[config.mk]
export PLATFORM = sky130hd
export DESIGN_NAME = load_store_unit_flat
export DESIGN_NICKNAME = d
export VERILOG_FILES = /design/src/rtl/load_store_unit_if.sv /design/src/rtl/load_store_unit.sv /design/src/flat_wrapper.sv
export SDC_FILE = /design/constraint.sdc
export NUM_CORES = 1
export LEC_CHECK = 0
export BUFFER_PORTS_ARGS = -buffer_cell sky130_fd_sc_hd__buf_2
export CAP_MARGIN = 10
export CORE_MARGIN = 10
export CORE_UTILIZATION = 44
export DETAILED_ROUTE_END_ITERATION = 7
export HOLD_SLACK_MARGIN = 0.05
export PLACE_DENSITY = 0.78
export SLEW_MARGIN = 20
export SYNTH_ARGS = -nofsm -noshare
export SYNTH_HDL_FRONTEND = slang
export SYNTH_SLANG_ARGS = --single-unit
[constraint.sdc]
create_clock -name CLK -period 2 [get_ports CLK]
set_clock_uncertainty 0.2 [all_clocks]
set_input_delay 0.2 -clock CLK [delete_from_list [all_inputs] [get_ports CLK]]
set_output_delay 0.2 -clock CLK [all_outputs]
set_load 0.02 [all_outputs]
[src/rtl/load_store_unit_if.sv]
// Request/response bundle between the execute stage and the load/store unit, and the
// data-memory port bundle driven by the load/store unit.
interface lsu_req_if;
  logic        req_valid;
  logic        req_ready;
  logic        req_we;
  logic [1:0]  req_size;
  logic        req_unsigned;
  logic [31:0] req_addr;
  logic [31:0] req_wdata;
  logic        resp_valid;
  logic [31:0] resp_rdata;
  logic        resp_err;
  logic        busy;

  modport master (
    output req_valid, req_we, req_size, req_unsigned, req_addr, req_wdata,
    input  req_ready, resp_valid, resp_rdata, resp_err, busy
  );
  modport slave (
    input  req_valid, req_we, req_size, req_unsigned, req_addr, req_wdata,
    output req_ready, resp_valid, resp_rdata, resp_err, busy
  );
endinterface

interface lsu_mem_if;
  logic        mem_req;
  logic        mem_we;
  logic [31:0] mem_addr;
  logic [3:0]  mem_be;
  logic [31:0] mem_wdata;
  logic        mem_ack;
  logic [31:0] mem_rdata;

  modport master (
    output mem_req, mem_we, mem_addr, mem_be, mem_wdata,
    input  mem_ack, mem_rdata
  );
  modport slave (
    input  mem_req, mem_we, mem_addr, mem_be, mem_wdata,
    output mem_ack, mem_rdata
  );
endinterface

[src/rtl/load_store_unit.sv]
// Load/store unit: turns one execute-stage request into a word-aligned, byte-enabled
// req/ack memory access and returns extended load data with a one-cycle completion pulse.
module load_store_unit #(
  parameter int unsigned TIMEOUT = 255
) (
  input  logic      CLK,
  input  logic      Reset,
  lsu_req_if.slave  req,
  lsu_mem_if.master mem
);
  localparam int unsigned AW = 32;
  localparam int unsigned DW = 32;
  localparam int unsigned BW = 4;
  localparam int unsigned CW = 8;
  localparam logic [CW-1:0] CNT_LAST = CW'(TIMEOUT - 1);

  typedef enum logic [1:0] {IDLE, ACCESS, RESP} state_e;

  state_e        state_q, state_d;
  logic          we_q, we_d;
  logic [1:0]    size_q, size_d;
  logic          uns_q, uns_d;
  logic [1:0]    off_q, off_d;
  logic [AW-1:0] addr_q, addr_d;
  logic [BW-1:0] be_q, be_d;
  logic [DW-1:0] wdata_q, wdata_d;
  logic [DW-1:0] rdata_q, rdata_d;
  logic          err_q, err_d;
  logic [CW-1:0] cnt_q, cnt_d;

  logic          bad;
  logic [BW-1:0] be_dec;
  logic [DW-1:0] wdata_rep;
  logic [15:0]   lane;
  logic [DW-1:0] ld_ext;

  // Decode the incoming request: byte enables, lane-replicated store data, alignment.
  always_comb begin
    be_dec    = '0;
    wdata_rep = req.req_wdata;
    bad       = 1'b0;
    case (req.req_size)
      2'b00: begin
        be_dec    = 4'b0001 << req.req_addr[1:0];
        wdata_rep = {4{req.req_wdata[7:0]}};
      end
      2'b01: begin
        be_dec    = 4'b0011 << req.req_addr[1:0];
        wdata_rep = {2{req.req_wdata[15:0]}};
        bad       = req.req_addr[0];
      end
      2'b10: begin
        be_dec = 4'b1111;
        bad    = |req.req_addr[1:0];
      end
      default: bad = 1'b1;
    endcase
  end

  // Half loads are always 2-byte aligned here, so one byte-offset shift serves both sizes.
  always_comb begin
    lane = 16'(mem.mem_rdata >> {off_q, 3'b000});
    case (size_q)
      2'b00:   ld_ext = {{24{lane[7] & ~uns_q}}, lane[7:0]};
      2'b01:   ld_ext = {{16{lane[15] & ~uns_q}}, lane[15:0]};
      default: ld_ext = mem.mem_rdata;
    endcase
  end

  always_comb begin
    state_d = state_q;
    we_d    = we_q;
    size_d  = size_q;
    uns_d   = uns_q;
    off_d   = off_q;
    addr_d  = addr_q;
    be_d    = be_q;
    wdata_d = wdata_q;
    rdata_d = rdata_q;
    err_d   = err_q;
    cnt_d   = cnt_q;
    case (state_q)
      IDLE: begin
        if (req.req_valid) begin
          we_d    = req.req_we;
          size_d  = req.req_size;
          uns_d   = req.req_unsigned;
          off_d   = req.req_addr[1:0];
          addr_d  = {req.req_addr[AW-1:2], 2'b00};
          be_d    = be_dec;
          wdata_d = wdata_rep;
          if (bad) begin
            err_d   = 1'b1;
            state_d = RESP;
          end else begin
            state_d = ACCESS;
          end
        end
      end
      ACCESS: begin
        if (mem.mem_ack) begin
          rdata_d = we_q ? '0 : ld_ext;
          err_d   = 1'b0;
          cnt_d   = '0;
          state_d = RESP;
        end else if (cnt_q == CNT_LAST) begin
          rdata_d = '0;
          err_d   = 1'b1;
          cnt_d   = '0;
          state_d = RESP;
        end else begin
          cnt_d = cnt_q + CW'(1);
        end
      end
      RESP: begin
        // Clear the response so the bus idles at zero between completions.
        rdata_d = '0;
        err_d   = 1'b0;
        state_d = IDLE;
      end
      default: state_d = IDLE;
    endcase
  end

  always_ff @(posedge CLK) begin
    if (!Reset) begin
      state_q <= IDLE;
      we_q    <= 1'b0;
      size_q  <= '0;
      uns_q   <= 1'b0;
      off_q   <= '0;
      addr_q  <= '0;
      be_q    <= '0;
      wdata_q <= '0;
      rdata_q <= '0;
      err_q   <= 1'b0;
      cnt_q   <= '0;
    end else begin
      state_q <= state_d;
      we_q    <= we_d;
      size_q  <= size_d;
      uns_q   <= uns_d;
      off_q   <= off_d;
      addr_q  <= addr_d;
      be_q    <= be_d;
      wdata_q <= wdata_d;
      rdata_q <= rdata_d;
      err_q   <= err_d;
      cnt_q   <= cnt_d;
    end
  end

  assign req.req_ready  = (state_q == IDLE);
  assign req.busy       = (state_q != IDLE);
  assign req.resp_valid = (state_q == RESP);
  assign req.resp_rdata = rdata_q;
  assign req.resp_err   = err_q;
  assign mem.mem_req    = (state_q == ACCESS);
  assign mem.mem_we     = we_q;
  assign mem.mem_addr   = addr_q;
  assign mem.mem_be     = be_q;
  assign mem.mem_wdata  = wdata_q;
endmodule

[src/flat_wrapper.sv]
// flat-port wrapper written by rule: the top's interface ports become plain ports
module load_store_unit_flat 
#(
  parameter int unsigned TIMEOUT = 255
)
  (CLK, Reset, req_req_valid, req_req_we, req_req_size, req_req_unsigned, req_req_addr, req_req_wdata, req_req_ready, req_resp_valid, req_resp_rdata, req_resp_err, req_busy, mem_mem_req, mem_mem_we, mem_mem_addr, mem_mem_be, mem_mem_wdata, mem_mem_ack, mem_mem_rdata);
  lsu_req_if req_i ();
  lsu_mem_if mem_i ();
  input  logic CLK;
  input  logic Reset;
  input wire logic [$bits(req_i.req_valid)-1:0] req_req_valid;
  input wire logic [$bits(req_i.req_we)-1:0] req_req_we;
  input wire logic [$bits(req_i.req_size)-1:0] req_req_size;
  input wire logic [$bits(req_i.req_unsigned)-1:0] req_req_unsigned;
  input wire logic [$bits(req_i.req_addr)-1:0] req_req_addr;
  input wire logic [$bits(req_i.req_wdata)-1:0] req_req_wdata;
  output wire logic [$bits(req_i.req_ready)-1:0] req_req_ready;
  output wire logic [$bits(req_i.resp_valid)-1:0] req_resp_valid;
  output wire logic [$bits(req_i.resp_rdata)-1:0] req_resp_rdata;
  output wire logic [$bits(req_i.resp_err)-1:0] req_resp_err;
  output wire logic [$bits(req_i.busy)-1:0] req_busy;
  output wire logic [$bits(mem_i.mem_req)-1:0] mem_mem_req;
  output wire logic [$bits(mem_i.mem_we)-1:0] mem_mem_we;
  output wire logic [$bits(mem_i.mem_addr)-1:0] mem_mem_addr;
  output wire logic [$bits(mem_i.mem_be)-1:0] mem_mem_be;
  output wire logic [$bits(mem_i.mem_wdata)-1:0] mem_mem_wdata;
  input wire logic [$bits(mem_i.mem_ack)-1:0] mem_mem_ack;
  input wire logic [$bits(mem_i.mem_rdata)-1:0] mem_mem_rdata;
  assign req_i.req_valid = req_req_valid;
  assign req_i.req_we = req_req_we;
  assign req_i.req_size = req_req_size;
  assign req_i.req_unsigned = req_req_unsigned;
  assign req_i.req_addr = req_req_addr;
  assign req_i.req_wdata = req_req_wdata;
  assign req_req_ready = req_i.req_ready;
  assign req_resp_valid = req_i.resp_valid;
  assign req_resp_rdata = req_i.resp_rdata;
  assign req_resp_err = req_i.resp_err;
  assign req_busy = req_i.busy;
  assign mem_mem_req = mem_i.mem_req;
  assign mem_mem_we = mem_i.mem_we;
  assign mem_mem_addr = mem_i.mem_addr;
  assign mem_mem_be = mem_i.mem_be;
  assign mem_mem_wdata = mem_i.mem_wdata;
  assign mem_i.mem_ack = mem_mem_ack;
  assign mem_i.mem_rdata = mem_mem_rdata;
  load_store_unit #(.TIMEOUT(TIMEOUT)) u_core (.CLK(CLK), .Reset(Reset), .req(req_i), .mem(mem_i));
endmodule
==> impl_metrics.toml, run 1 <==
[sta]
hold_violations = 0
finalSetupTns_ns = 0
fmax_mhz = 514
drv_slew = 0
rsz0062_at_grt = "true"
holdWs_ns = 0.0833
setup_viol = 0
min_period_ns = 1.94
setup_slack_ns = 0.0551
fin_crit_sh_pct = 97.2

[worst_hold_path]
hold_depth = 4
worstHoldEndpoint = "u_core.req.resp_rdata[7]"
hold_path_class = "in -> reg"
min_from = "mem_mem_rdata[7]"

[floorplanning]
initial_core_util_pct = 45.0
die_w_um = 128
die_y_um = 128
core_sq_um = 11500
placementRows = 39
dieArea_sq_um = 16500
num_io_pins = 210

[logic_synthesis]
syn_inst = 635
yosysWarnings = 0
synth_area_sq_um = 5160
synth_top_flop_cell = "dfxtp_1"
yosys.cell_types.count = 49
yosysSeqAreaShare_pct = 44.6
synthArstFlopShare_pct = 0
synth_seq_cells = 115
avgSynthCellArea_sq_um = 8.13
synth_edf_count = 0

[critical_path]
worstSetupStartpoint = "u_core.state_q[0]"
reg2reg_from = "u_core.state_q[0]"
r2r-end = "u_core.req.resp_rdata[4]"
required_ns = 2.13
criticalPathCategory = "reg -> reg"
reg2reg_depth = 7
end_kind = "register"
start_kind = "register"
worstPathArrival_ns = 2.08
rrSetupSlack_ns = 0.06
worst-path-max-fanout = 7

[pwr]
power.density_nw_per_um2 = 920
power_mw = 7.46
p_clk_share_pct = 42.1
p_int_mw = 5.27
p_sw_mw = 2.19
p_comb_share_pct = 23.1
seqPwrFrac_pct = 34.8
leakagePower_nw = 3.56
vdd_drop_max_mv = 0.733
swShare_pct = 29.4

[layout]
layout.nets = 1044
multiInputGateArea_sq_um = 2620
drive_above_1_share_pct = 30.1
register_area_sq_um = 2300
final_cells = 1102
syn2layout_area_growth_pct = 57.0
fill_cells = 807
final_util_pct = 70.7
design_area_sq_um = 8110

[cts]
cts_root_buf = "clkbuf_16"
cts_setup_buffers = 0
htreeDepth = 4
cts_buffer_depth = 2
clock_latency_ns = 0.41
clock-sinks = 115
cts_tree = "built"
tritoncts.num_buffers = 17
path_clk_slew_ns = 0.06

[placement]
dp.cells = 958
place_ws_ns = 0.100
io_buffers = 207
dpl.hpwl_mm = 12.6
place_area_sq_um = 6440
globalplace.congestion = 0.864

[routing]
wl_mm = 20.8
vias = 6160
drt_iter0_markers = 530
drc_errors = 0
wire_per_inst_um = 18.9
firstDrtPassIters = 5
avgViaCountPerCell = 5.59
ant_nets = 0

[global_route]
met3_usage_pct = 9.45
grt_first_pass_wirelength_mm = 32.2
grt_pass1_vias = 6198
gr-usage-met1_pct = 25.5
grt_overflow = 0
antenna_found_initial = 5
grt_max_degree = 47
grt_util_met2_pct = 39.3
gr-usage-all-layers_pct = 24.4
grt-busiest-layer = "met2"

[job]
maxCapViolCount = 0

[run_status]
status = "finished clean"
kinds of logic (layout without fill, tap and decap cells):
logic type | Yosys count | after routing | share of synthesized area [%]
multiplexers | 30 | 30 | 6.13
XOR/XNOR | 7 | 7 | 1.19
adder cells (fa/ha/maj) | 5 | 5 | 1.21
AO/OA/AOI/OAI | 201 | 201 | 23.8
AND/OR/NAND/NOR | 214 | 214 | 17.8
other | 1 | 13 | 0.0726
flip-flops | 115 | 115 | 44.6
buffers and inverters | 62 | 374 | 5.21
cell usage in the layout (no fill, tap or decap), drive strengths merged, types with 14 or more instances in the layout:
master / n
clkbuf: 23
dfxtp: 115
mux2i: 26
buf: 231
nand2: 144
o21ai: 33
dlygate4sd3: 101
a21oi: 85
a22oi: 24
nor2: 32
o211ai: 14
power groups by stage:
stage,Combinational (mW),Sequential (mW),Clock [mW]
floorplan,0.721,2.83,0
global placement,1.49,2.62,0
detailed placement,1.50,2.63,0
CTS,1.67,2.59,3.16
global route,1.87,2.61,3.29
finish,1.73,2.59,3.14
sequential cells by signal (all words and copies together) (netlist names):
signal                 flops
u_core.mem.mem_be          4
u_core.mem.mem_addr       30
u_core.uns_q               1
u_core.req.resp_rdata     32
u_core.state_q             2
u_core.size_q              2
u_core.cnt_q               8
u_core.mem.mem_wdata      32
u_core.req.resp_err        1
u_core.mem.mem_we          1
u_core.off_q               2
Yosys cell counts (6+ instances only):
| cell | instances | share of area [%] |
|---|---|---|
| buf_2 | 14 | 1.4 |
| a31o_2 | 6 | 1.0 |
| a311oi_1 | 9 | 1.5 |
| a21oi_1 | 85 | 8.2 |
| a211oi_1 | 9 | 1.3 |
| dfxtp_1 | 115 | 45 |
| buf_1 | 6 | 0.44 |
| inv_1 | 8 | 0.58 |
| o21ai_0 | 32 | 3.1 |
| a31oi_1 | 8 | 0.97 |
| nand2_1 | 143 | 10 |
| mux2i_1 | 26 | 5.0 |
| nand3_1 | 7 | 0.68 |
| nand3b_1 | 8 | 1.2 |
| clkbuf_1 | 28 | 2.0 |
| a22oi_1 | 24 | 3.5 |
| o211ai_1 | 14 | 2.0 |
| nor2_1 | 32 | 2.3 |
worst max-delay path, stage by stage (launching register included):
cell and delay [ns]:
dfxtp_1 0.35, inv_1 0.07, ha_1 0.22, and4bb_2 0.36, buf_4 0.18, o21ai_0 0.08
a31o_2 0.23, a21oi_2 0.18
layout make-up:
class / instances / share of cell area, %
Inverter: 10 / 0.463
Antenna cell: 11 / 0.339
Timing Repair Buffer: 332 / 28.7
Sequential cell: 115 / 28.4
Multi-Input combinational cell: 459 / 32.3
Clock inverter: 9 / 1.56
Tap cell: 143 / 2.21
Clock buffer: 23 / 6.02
worst max path at each step:
stage                           endpoint  slack, ns  cells after the start
2_1_floorplan  u_core.req.resp_rdata[21]       0.01                      8
3_3_place_gp   u_core.req.resp_rdata[20]       0.14                      4
3_5_place_dp   u_core.req.resp_rdata[22]        0.1                      4
4_1_cts        u_core.req.resp_rdata[27]       0.07                      4
5_1_grt         u_core.req.resp_rdata[4]      -0.01                      7
6_report        u_core.req.resp_rdata[4]       0.06                      7
what timing repair did:
| item | CTS | global route |
|---|---|---|
| resized for setup | 0 | 7 |
| endpoints found under the hold margin | 112 | 0 |
| setup endpoints to repair | 0 | 15 |
| hold buffers | 101 | 0 |
routing by layer:
metal	wire length [um]	part of all wire (%)
met2	10200	49
met4	1400	6.7
met3	1880	9.0
met5	0	0
met1	7370	35
No activity file was read; power rests on OpenSTA's default activity.
==> inputs of run 2 (changes only) <==
Settings changed: REMOVE_ABC_BUFFERS set to 1.
==> run 2 against run 1 <==
Compared with the run above:
- first-iteration DRC count grew 2.3%
- via count shrank 4.3%
- worst setup slack gained 0.0059 ns
- critical path depth is the same
- sequential power is essentially flat
- die area is the same
- utilization shrank 1.0 points
==> impl_metrics.toml, run 2 (synthesis gave the netlist of run 1 again) <==
[global_route]
grt_overflow = 0
grt_first_pass_wirelength_mm = 31.1
grt_max_degree = 56
antenna_found_initial = 2
grt_pass1_vias = 5883
gr-usage-all-layers_pct = 23.2

[critical_path]
end_kind = "register"
cpMaxStageDelayCell = "dfxtp_1"
path_buf_inv = 2
worst-path-stages = 7
cp_cell_sequence = "inv_1 -> ha_1 -> mux2i_1 -> o21a_1 -> buf_12 -> nand2_1 -> a21oi_1"
start_kind = "register"
required_ns = 2.13
reg2reg_depth = 7
slowest_delay_ns = 0.31
criticalPathCategory = "reg -> reg"
cpLargestDelayFamily = "compound AO/OA/AOI/OAI gates"
worst-path-max-fanout = 31
worstPathArrival_ns = 2.07

[layout]
layout_commonest_cell = "buf_2"
drive_above_1_share_pct = 29.8
final_cell_mix = "buf_2, nand2_1, dfxtp_1"
syn2layout_area_growth_pct = 54.7
final_util_pct = 69.7
layout.nets = 1043
final_cells = 1094

[routing]
drt_iter0_markers = 542
vias = 5898
ant_nets = 0
drc_errors = 0
firstDrtPassIters = 5
avgViaCountPerCell = 5.39
wire_per_inst_um = 18.0
wl_mm = 19.7

[pwr]
p_clk_share_pct = 40.6
seqPwrFrac_pct = 35.9
leakagePower_nw = 3.52
p_comb_share_pct = 23.5
p_int_mw = 4.99
power.density_nw_per_um2 = 904
swShare_pct = 31.0
vdd_drop_max_mv = 0.830
p_sw_mw = 2.24

[worst_hold_path]
hold_depth = 5
hold_path_class = "in -> reg"

[sta]
finalSetupTns_ns = 0
fmax_mhz = 516
rsz0062_at_grt = "true"
drv_slew = 0
hold_violations = 0
setup_viol = 0
min_period_ns = 1.94
fin_crit_sh_pct = 97.0

[floorplanning]
dieArea_sq_um = 16500
die_y_um = 128
num_io_pins = 210
initial_core_util_pct = 45.0
die_w_um = 128
core_sq_um = 11500
placementRows = 39

[cts]
path_clk_slew_ns = 0.06
cts_setup_buffers = 0
clock-sinks = 115
cts_tree = "built"
tritoncts.num_buffers = 17
htreeDepth = 4
cts_buffer_depth = 2
clock_latency_ns = 0.41
cts_root_buf = "clkbuf_16"

[placement]
globalplace.congestion = 0.834
dpl.hpwl_mm = 11.9
io_buffers = 207
dp.cells = 958

[job]
maxCapViolCount = 0

[run_status]
status = "finished clean"
-- run 2: changes by cell type in the layout (fill, tap and decap cells not counted), sizes merged --
cell,previous run,this run
bufinv,3,2
clkbuf,23,18
clkinv,6,8
clkinvlp,1,5
diode,11,4
dlygate4sd3,101,100
-- run 2: area by class of cell --
| type | instances | area, sq um |
|---|---|---|
| diodes | 4 | 10.0 |
| fillers | 835 | 3480 |
| repair buffers | 331 | 2280 |
| multi-input cells | 459 | 2610 |
| inverters | 10 | 37.5 |
| clock buffers | 18 | 429 |
| clock inverters | 14 | 140 |
| flip-flops and latches | 115 | 2300 |
| well taps | 143 | 179 |
-- run 2: worst paths after layout --
path	startpoint	slack, ns	end
hold reg to reg	u_core.req.resp_rdata[7]	0.25	u_core.req.resp_rdata[7]
setup reg to reg	u_core.state_q[1]	0.06	u_core.req.resp_rdata[2]
setup / recovery	u_core.state_q[1]	0.06	u_core.req.resp_rdata[2]
hold / removal	mem_mem_rdata[7]	0.07	u_core.req.resp_rdata[7]
-- run 2: timing repair --
item,in CTS,in global routing
endpoints found under the setup margin,16,28
gates resized for setup,1,5
hold buffers,100,0
hold endpoints to repair,110,0
-- run 2: metrics by stage --
stage / worst slack [ns] / cell area [sq um] / power, mW / hold slack (ns)
finish: 0.0609 / 7990 / 7.22 / 0.0676
global route: -0.0191 / 7990 / 7.52 / 0.0952
CTS: 0.0509 / 7970 / 7.18 / 0.0509
detailed placement: -0.104 / 6400 / 4.12 / 0.243
global placement: -0.0494 / 6400 / 4.10 / 0.239
floorplan: -1.16 / 4940 / 3.48 / 0.136
-- run 2: power groups by stage --
stage	Sequential [mW]	Combinational (mW)	Clock, mW
after floorplan	2.85	0.630	0
after global placement	2.63	1.47	0
after detailed placement	2.63	1.49	0
after CTS	2.59	1.65	2.95
after global routing	2.61	1.84	3.07
final	2.60	1.70	2.93
-- run 2: tightest hold or removal path: stages --
cell,delay (ns)
buf_2,0.12
nand2b_1,0.06
nand3_1,0.06
o311ai_0,0.12
a21oi_1,0.07
-- run 2: metal layers --
layer / vias up / GRT usage, % / share of wire [%]
li1: 2829 / - / -
met2: 336 / 36.3 / 46
met4: 0 / 9.74 / 2.4
met5: - / 0 / 0
met3: 45 / 10.9 / 12
met1: 2688 / 26.7 / 39
